**src/rtl/edge_event_arbiter.sv**
```systemverilog
// Multi-channel edge detector that latches edges as pending events and serialises them
// round-robin onto one valid/ready port. Define EDGE_ARB_TIMESTAMP_EN to add per-event timestamps (evt_ts).
module edge_event_arbiter #(
    parameter int N_CH = 4,
    parameter int CH_W = 2,
    parameter int TS_W = 16
) (
    input  logic            clk,
    input  logic            resetn,
    input  logic [N_CH-1:0] data_in,
    input  logic [N_CH-1:0] ch_en,
    input  logic [1:0]      edge_sel,
    input  logic [N_CH-1:0] ovf_clr,
    output logic            evt_valid,
    input  logic            evt_ready,
    output logic [CH_W-1:0] evt_ch,
    output logic            evt_level,
    output logic [N_CH-1:0] pending,
    output logic [N_CH-1:0] ovf
`ifdef EDGE_ARB_TIMESTAMP_EN
    ,
    output logic [TS_W-1:0] evt_ts
`endif
);

    // state   | meaning
    // IDLE    | no event presented; arbitrate over enabled pending channels
    // PRESENT | evt_valid high, evt_ch/evt_level frozen until evt_ready
    typedef enum logic {IDLE, PRESENT} state_t;

    if (CH_W != $clog2(N_CH)) begin : g_bad_ch_w
        $error("edge_event_arbiter: CH_W must equal clog2(N_CH)");
    end
    if (TS_W < 1) begin : g_bad_ts_w
        $error("edge_event_arbiter: TS_W must be at least 1");
    end

    state_t          state;
    logic [N_CH-1:0] q1, q2;
    logic [N_CH-1:0] rise, fall, raw_det, det;
    logic [N_CH-1:0] lvl;
    logic [N_CH-1:0] acc_vec, presented;
    logic [N_CH-1:0] lvl_load, ovf_set;
    logic [N_CH-1:0] req;
    logic [CH_W-1:0] rr_ptr;
    logic [CH_W-1:0] scan_ch;
    logic [CH_W-1:0] grant_ch;
    logic            grant_found;

    always_ff @(posedge clk or negedge resetn) begin
        if (!resetn) begin
            q1 <= '0;
            q2 <= '0;
        end else begin
            q1 <= data_in;
            q2 <= q1;
        end
    end

    always_comb begin
        rise    = q1 & ~q2;
        fall    = ~q1 & q2;
        raw_det = '0;
        case (edge_sel)
            2'b00:   raw_det = rise | fall;
            2'b01:   raw_det = rise;
            2'b10:   raw_det = fall;
            default: raw_det = '0;
        endcase
        det = raw_det & ch_en;
    end

    always_comb begin
        acc_vec   = '0;
        presented = '0;
        for (int i = 0; i < N_CH; i++) begin
            acc_vec[i]   = evt_valid & evt_ready & (evt_ch == CH_W'(i));
            presented[i] = (state == PRESENT) & (evt_ch == CH_W'(i));
        end
        // a fresh edge in the accept cycle restarts the event rather than overflowing
        lvl_load = det & (~pending | acc_vec);
        ovf_set  = det & pending & ~acc_vec;
    end

    always_ff @(posedge clk or negedge resetn) begin
        if (!resetn) begin
            pending <= '0;
            ovf     <= '0;
            lvl     <= '0;
        end else begin
            for (int i = 0; i < N_CH; i++) begin
                if (lvl_load[i]) begin
                    pending[i] <= 1'b1;
                    lvl[i]     <= q1[i];
                end else if (acc_vec[i] || (!ch_en[i] && !presented[i])) begin
                    pending[i] <= 1'b0;
                end
                if (ovf_set[i]) begin
                    ovf[i] <= 1'b1;
                end else if (ovf_clr[i]) begin
                    ovf[i] <= 1'b0;
                end
            end
        end
    end

    // Scan downward so the last hit written is the nearest one at or after rr_ptr.
    always_comb begin
        req         = pending & ch_en;
        grant_found = |req;
        grant_ch    = '0;
        scan_ch     = '0;
        for (int k = N_CH - 1; k >= 0; k--) begin
            scan_ch = CH_W'((int'(rr_ptr) + k) % N_CH);
            if (req[scan_ch]) begin
                grant_ch = scan_ch;
            end
        end
    end

`ifdef EDGE_ARB_TIMESTAMP_EN
    logic [TS_W-1:0] ts_cnt;
    logic [TS_W-1:0] ts_reg [N_CH];

    always_ff @(posedge clk or negedge resetn) begin
        if (!resetn) begin
            ts_cnt <= '0;
            for (int i = 0; i < N_CH; i++) begin
                ts_reg[i] <= '0;
            end
        end else begin
            ts_cnt <= ts_cnt + TS_W'(1);
            for (int i = 0; i < N_CH; i++) begin
                if (lvl_load[i]) begin
                    ts_reg[i] <= ts_cnt;
                end
            end
        end
    end
`endif

    always_ff @(posedge clk or negedge resetn) begin
        if (!resetn) begin
            state     <= IDLE;
            evt_valid <= 1'b0;
            evt_ch    <= '0;
            evt_level <= 1'b0;
            rr_ptr    <= '0;
`ifdef EDGE_ARB_TIMESTAMP_EN
            evt_ts    <= '0;
`endif
        end else begin
            case (state)
                IDLE: begin
                    if (grant_found) begin
                        evt_valid <= 1'b1;
                        evt_ch    <= grant_ch;
                        evt_level <= lvl[grant_ch];
`ifdef EDGE_ARB_TIMESTAMP_EN
                        evt_ts    <= ts_reg[grant_ch];
`endif
                        state     <= PRESENT;
                    end
                end
                PRESENT: begin
                    if (evt_ready) begin
                        evt_valid <= 1'b0;
                        rr_ptr    <= (evt_ch == CH_W'(N_CH - 1)) ? '0 : evt_ch + CH_W'(1);
                        state     <= IDLE;
                    end
                end
                default: begin
                    state     <= IDLE;
                    evt_valid <= 1'b0;
                end
            endcase
        end
    end

endmodule

```
**config.mk**
```make
export PLATFORM = sky130hd
export DESIGN_NAME = edge_event_arbiter
export DESIGN_NICKNAME = d
export VERILOG_FILES = /design/src/rtl/edge_event_arbiter.sv
export SDC_FILE = /design/constraint.sdc
export NUM_CORES = 1
export LEC_CHECK = 0
export CAP_MARGIN = 20
export CELL_PAD_IN_SITES_DETAIL_PLACEMENT = 0
export CELL_PAD_IN_SITES_GLOBAL_PLACEMENT = 1
export CORE_MARGIN = 4
export CORE_UTILIZATION = 25
export CTS_BUF_LIST = sky130_fd_sc_hd__clkbuf_8
export DETAILED_ROUTE_END_ITERATION = 10
export PLACE_DENSITY = 0.62
export REMOVE_ABC_BUFFERS = 1
export SKIP_LAST_GASP = 1
export SYNTH_ARGS = -nofsm -noshare
export SYNTH_HDL_FRONTEND = slang
export SYNTH_SLANG_ARGS = --single-unit
```
**constraint.sdc**
```tcl
create_clock -name clk -period 2.14 [get_ports clk]
set_clock_uncertainty 0.2 [all_clocks]
set_input_delay 0.214 -clock clk [delete_from_list [all_inputs] [get_ports clk]]
set_output_delay 0.214 -clock clk [all_outputs]
set_load 0.03 [all_outputs]
```
Word level (Yosys, flattened, before mapping)
Cells that the tools add are included.
{"block": "word_totals", "register_bits": 27, "latch_bits": 0, "mem_bits_rw": 0, "romBits": 0, "in_bits": 17, "output_inout_bits": 12, "mem_count": 0}
{"block": "classes", "add_sub_neg": 4, "multipliers": 0, "div_mod_pow": 0, "order_cmp": 5, "n_eq_ne": 7, "shifts": 0, "n_mux": 38, "bitwise": 23, "reduce_logical": 30}
{"cell": "bitwise AND 4 bit", "count": 7}
{"cell": "two-way mux 1 bit", "count": 25}
{"cell": "NOT 4 bit", "count": 4}
{"cell": "nonzero test 2 bit", "count": 8}
{"cell": "less-than comparator 2 x 3 -> 1 bit (second input constant)", "count": 5}
{"cell": "one-hot mux 4 bit (3 select lines)", "count": 1}
{"cell": "binary-select mux 1 bit (select 2 bit)", "count": 5}
{"cell": "two-way mux 2 bit", "count": 5}
{"cell": "bitwise AND 1 bit", "count": 9}
{"cell": "logical NOT 1 bit", "count": 8}
{"cell": "OR 4 bit", "count": 2}
{"cell": "== test 2 bit (second input constant)", "count": 3}
{"cell": "AND reduction 2 bit", "count": 3}
{"cell": "adder 2 x 1 -> 2 bit (second input constant)", "count": 2}
{"cell": "adder 2 bit (second input constant)", "count": 2}
{"cell": "== test 2 x 1 -> 1 bit (second input constant)", "count": 2}
{"cell": "logical AND 1 bit", "count": 4}
{"cell": "logical NOT 2 bit", "count": 2}
{"cell": "logical OR 1 bit", "count": 4}
{"cell": "!= test 2 bit (second input constant)", "count": 2}
{"cell": "one-hot mux 1 bit (2 select lines)", "count": 2}
{"cell": "OR reduction 4 bit", "count": 1}
{"cell": "NOT 1 bit", "count": 1}

Depth between registers and ports, before layout
{"block": "logic_depth", "depth_word": 9, "mapped_depth": 7, "depth_no_buf": 7}

Worst setup path after synthesis
No wires, ideal clock.
{"block": "synth_timing", "kind": "register -> register", "startpoint": "register q1[2]", "endpoint": "register lvl[2]", "setup_ps": 125, "arrival_ps": 1607, "path_slack_ps": 209, "stages_incl_launch_ff": 8, "n_path_buf": 0, "path_cell_list": "dfrtp_1 -> inv_1 -> ha_1 -> or2_2 -> a21oi_1 -> o21ai_1 -> a21oi_1 -> mux2_2"}
{"block": "synth_between", "elab_chain_cells": 6, "elab_cells_between_ends": 7, "classes_between": "mux (1); bitwise (6)"}
{"item": "start: declaration", "line": "39", "text": "logic [N_CH-1:0] q1, q2;"}
{"item": "start signal: assignment", "line": "55", "text": "q1 <= data_in;"}
{"item": "NOT 4 bit", "line": "62", "text": "fall = ~q1 & q2;"}
{"item": "bitwise AND 4 bit", "line": "62"}
{"item": "OR 4 bit", "line": "65", "text": "2'b00: raw_det = rise | fall;"}
{"item": "one-hot mux 4 bit (3 select lines)", "line": "64", "text": "case (edge_sel)"}
{"item": "bitwise AND 4 bit", "line": "70", "text": "det = raw_det & ch_en;"}
{"item": "bitwise AND 4 bit", "line": "81", "text": "lvl_load = det & (~pending | acc_vec);"}
{"item": "end signal: indexed assignment", "line": "94", "text": "lvl[i] <= q1[i];"}
{"item": "end: declaration", "line": "41", "text": "logic [N_CH-1:0] lvl;"}
Several ways; a longest one is shown, not always the timed one.
A chain may end at the register's enable or synchronous reset.

Worst setup path after layout
Ends and elaborated chain as after synthesis.

==> impl_metrics.ini <==
[run_status]
status = complete, no violations

[floorplanning]
row_count = 27
die_w_um = 83.1
initial_utilization = 0.256
coreArea_mm2 = 0.00551
chipHeight_um = 83.1
die-area_mm2 = 0.00691
pin_count = 29

[detailed_routing]
vias_per_cell = 4.46
drc = 0
ant_nets = 0
drt_iter0_drc = 79
totalWireLength_um = 3270
vias = 1147
post_drt_wl_per_cell_um = 12.7
drt_pass1_iterations = 4

[synth]
ys.flop_type = dfrtp_1
synth-edff-count = 0
synth_seq_cells = 27
synth_top_area_frac = 0.479
synthesis.area_mm2 = 0.00141
syn_avg_cell_area_um2 = 10.3
synth_warnings = 0
yosysUniqueCellTypes = 28
synth_most_common_cell = dfrtp_1
ys_top_cells_by_count = 27 x dfrtp_1, 14 x a21oi_1, 14 x inv_1
synth_area_leaders = dfrtp_1 48%, ha_1 11%, a21oi_1 5.0%
yosys.area.top_type = dfrtp_1
ys_seq_area_frac = 0.479
ys_async_sr_fraction = 1.00
netlist_instances = 137

[placement]
pre_cts_ws_ns = -0.0669
hpwl_um = 2610
globalplace.congestion = 0.785
portBuffers = 28

[pwr]
swShare = 0.395
switchingPower_uw = 819
p_leak_uw = 0.000884
pwr-share-clk = 0.138
intPower_uw = 1260
combPwrFrac = 0.457
seqPwrFrac = 0.406
peakVddDrop_mv = 0.381
p_per_area_mw_per_mm2 = 1060

[critical_path]
end_kind = flip-flop
crit_type = flip-flop to flip-flop
r2r_start = q1[2]
critPathArrivalTime_ns = 2.00
worstPathMaxFanout = 4
critPathRequiredTime_ns = 2.10
worstSetupStartpointType = flip-flop
critPathLaunch = q1[2]

[clock_tree]
hold_buffers = 0
numCtsBuffers = 3
cts_tree = done
cts_root_buf = clkbuf_8
h-tree-depth = 1
clkTransAtPathRegs_ns = 0.09
clkLatencyLatePin_ns = 0.27
max-clock-path-buffers = 2
cts_sinks = 27

[layout]
nets = 215
layout-drive-gt1-share = 0.184
fill_cells = 570
syn_to_final_growth_pct = 39.0
n_antenna_cell = 0

[grt]
grt_use_total = 0.0968
grt_pass1_vias = 1109
grt_pass1_wl_um = 5460
antenna_found_initial = 0
overflow = 0
grt_max_degree = 28

[run]
cap_violations = 0

[timing]
slew_headroom = 0.766
fmax_mhz = 492
final-max-slew-violation-count = 0
period_share = 0.951
setup_viol = 0
hold_ws_ns = 0.123
final-hold-violation-count = 0
period_needed_ns = 2.03
tightest_slew_ns = 0.350
fin_ws_ns = 0.106

[worst_hold_path]
min-delay-path-class = input pin to async pin
[what timing repair did]
action                     in CTS  in global routing
resized for setup               0                  4
hold endpoints to repair        0                  0
setup endpoints to repair       0                  2
setup buffers                   0                  3
[flip-flops by register name, indices dropped and copies added, names as in the netlist]
register / flops
evt_valid: 1
pending: 4
lvl: 4
evt_ch: 2
ovf: 4
rr_ptr: 2
evt_level: 1
q2: 4
state: 1
q1: 4
[power by group through the flow]
stage | combinational (uW) | sequential, uW | clock (uW)
after detailed placement | 940 | 848 | 0
after CTS | 942 | 837 | 308
final | 948 | 841 | 285
after floorplan | 418 | 966 | 0
after global routing | 1030 | 865 | 320
after global placement | 930 | 842 | 0
[critical path, cell delays in order, from the launching register on]
cell and delay (ns):
dfrtp_1 0.41, inv_1 0.06, ha_1 0.27, or2_2 0.28
a21oi_2 0.15, o21ai_2 0.07, a21oi_1 0.14, mux2_2 0.35
[layout by cell type (no fill, tap or decap), drive strengths merged, types with 3 or more instances in the layout]
cell type	netlist	layout
inv	14	15
o21a	3	3
nand2b	3	3
ha	12	12
clkdlybuf4s50	0	28
nand2	13	13
buf	0	16
mux2i	3	3
o21ai	7	7
and2	5	5
nor2b	6	6
nand3	5	5
dfrtp	27	27
a21oi	14	14
o22ai	5	5
mux2	6	6
clkbuf	0	3
[path summary, 6_finish.rpt]
kind	to	slack [ns]	depth (start not counted)
worst min-delay path	evt_valid	0.12	2
min in group clk	q1[1]	0.17	1
max in group asynchronous	ovf[2]	1.36	2
worst max register to register	lvl[2]	0.11	7
worst min register to register	q2[1]	0.24	0
worst max-delay path	lvl[2]	0.11	7
[through the flow]
| stage | instance area, um^2 | power, uW | setup TNS [ns] | util | std cells |
|---|---|---|---|---|---|
| final | 1960 | 2070 | 0 | 0.356 | 257 |
| after global routing | 1960 | 2220 | -0.0193 | 0.356 | 257 |
| after floorplan | 1410 | 1380 | 0 | - | 137 |
| after CTS | 1920 | 2090 | 0 | 0.349 | 254 |
| after global placement | 1880 | 1770 | -0.0429 | 0.341 | 250 |
| after detailed placement | 1880 | 1790 | -0.122 | 0.341 | 250 |
[cell type report]
cell class	count	area [um^2]	share of cell area
Clock inverter	1	3.75	0.00191
Multi-Input combinational cell	96	698	0.356
Inverter	14	52.6	0.0268
Timing Repair Buffer	44	400	0.204
Tap cell	72	90.1	0.0459
Sequential cell	27	676	0.344
Clock buffer	3	41.3	0.0210
[layer usage]
layer | routed length (um) | global-route usage | vias up
met2 | 1410 | 0.142 | 42
met1 | 1610 | 0.134 | 535
met4 | 73 | 0.0297 | 0
li1 | - | - | 564
met3 | 178 | 0.0327 | 6
met5 | 0 | 0 | -
[logic make-up (layout without fill, tap and decap cells)]
logic type | Yosys count | after routing | synth area share
DFF | 27 | 27 | 0.479
and+or+nand+nor | 42 | 42 | 0.168
buffers and inverters | 14 | 62 | 0.0372
adders and majority gates | 12 | 12 | 0.106
muxes | 9 | 9 | 0.0691
AOI/OAI and AO/OA | 33 | 33 | 0.140
Power figures use the tool's default switching activity.
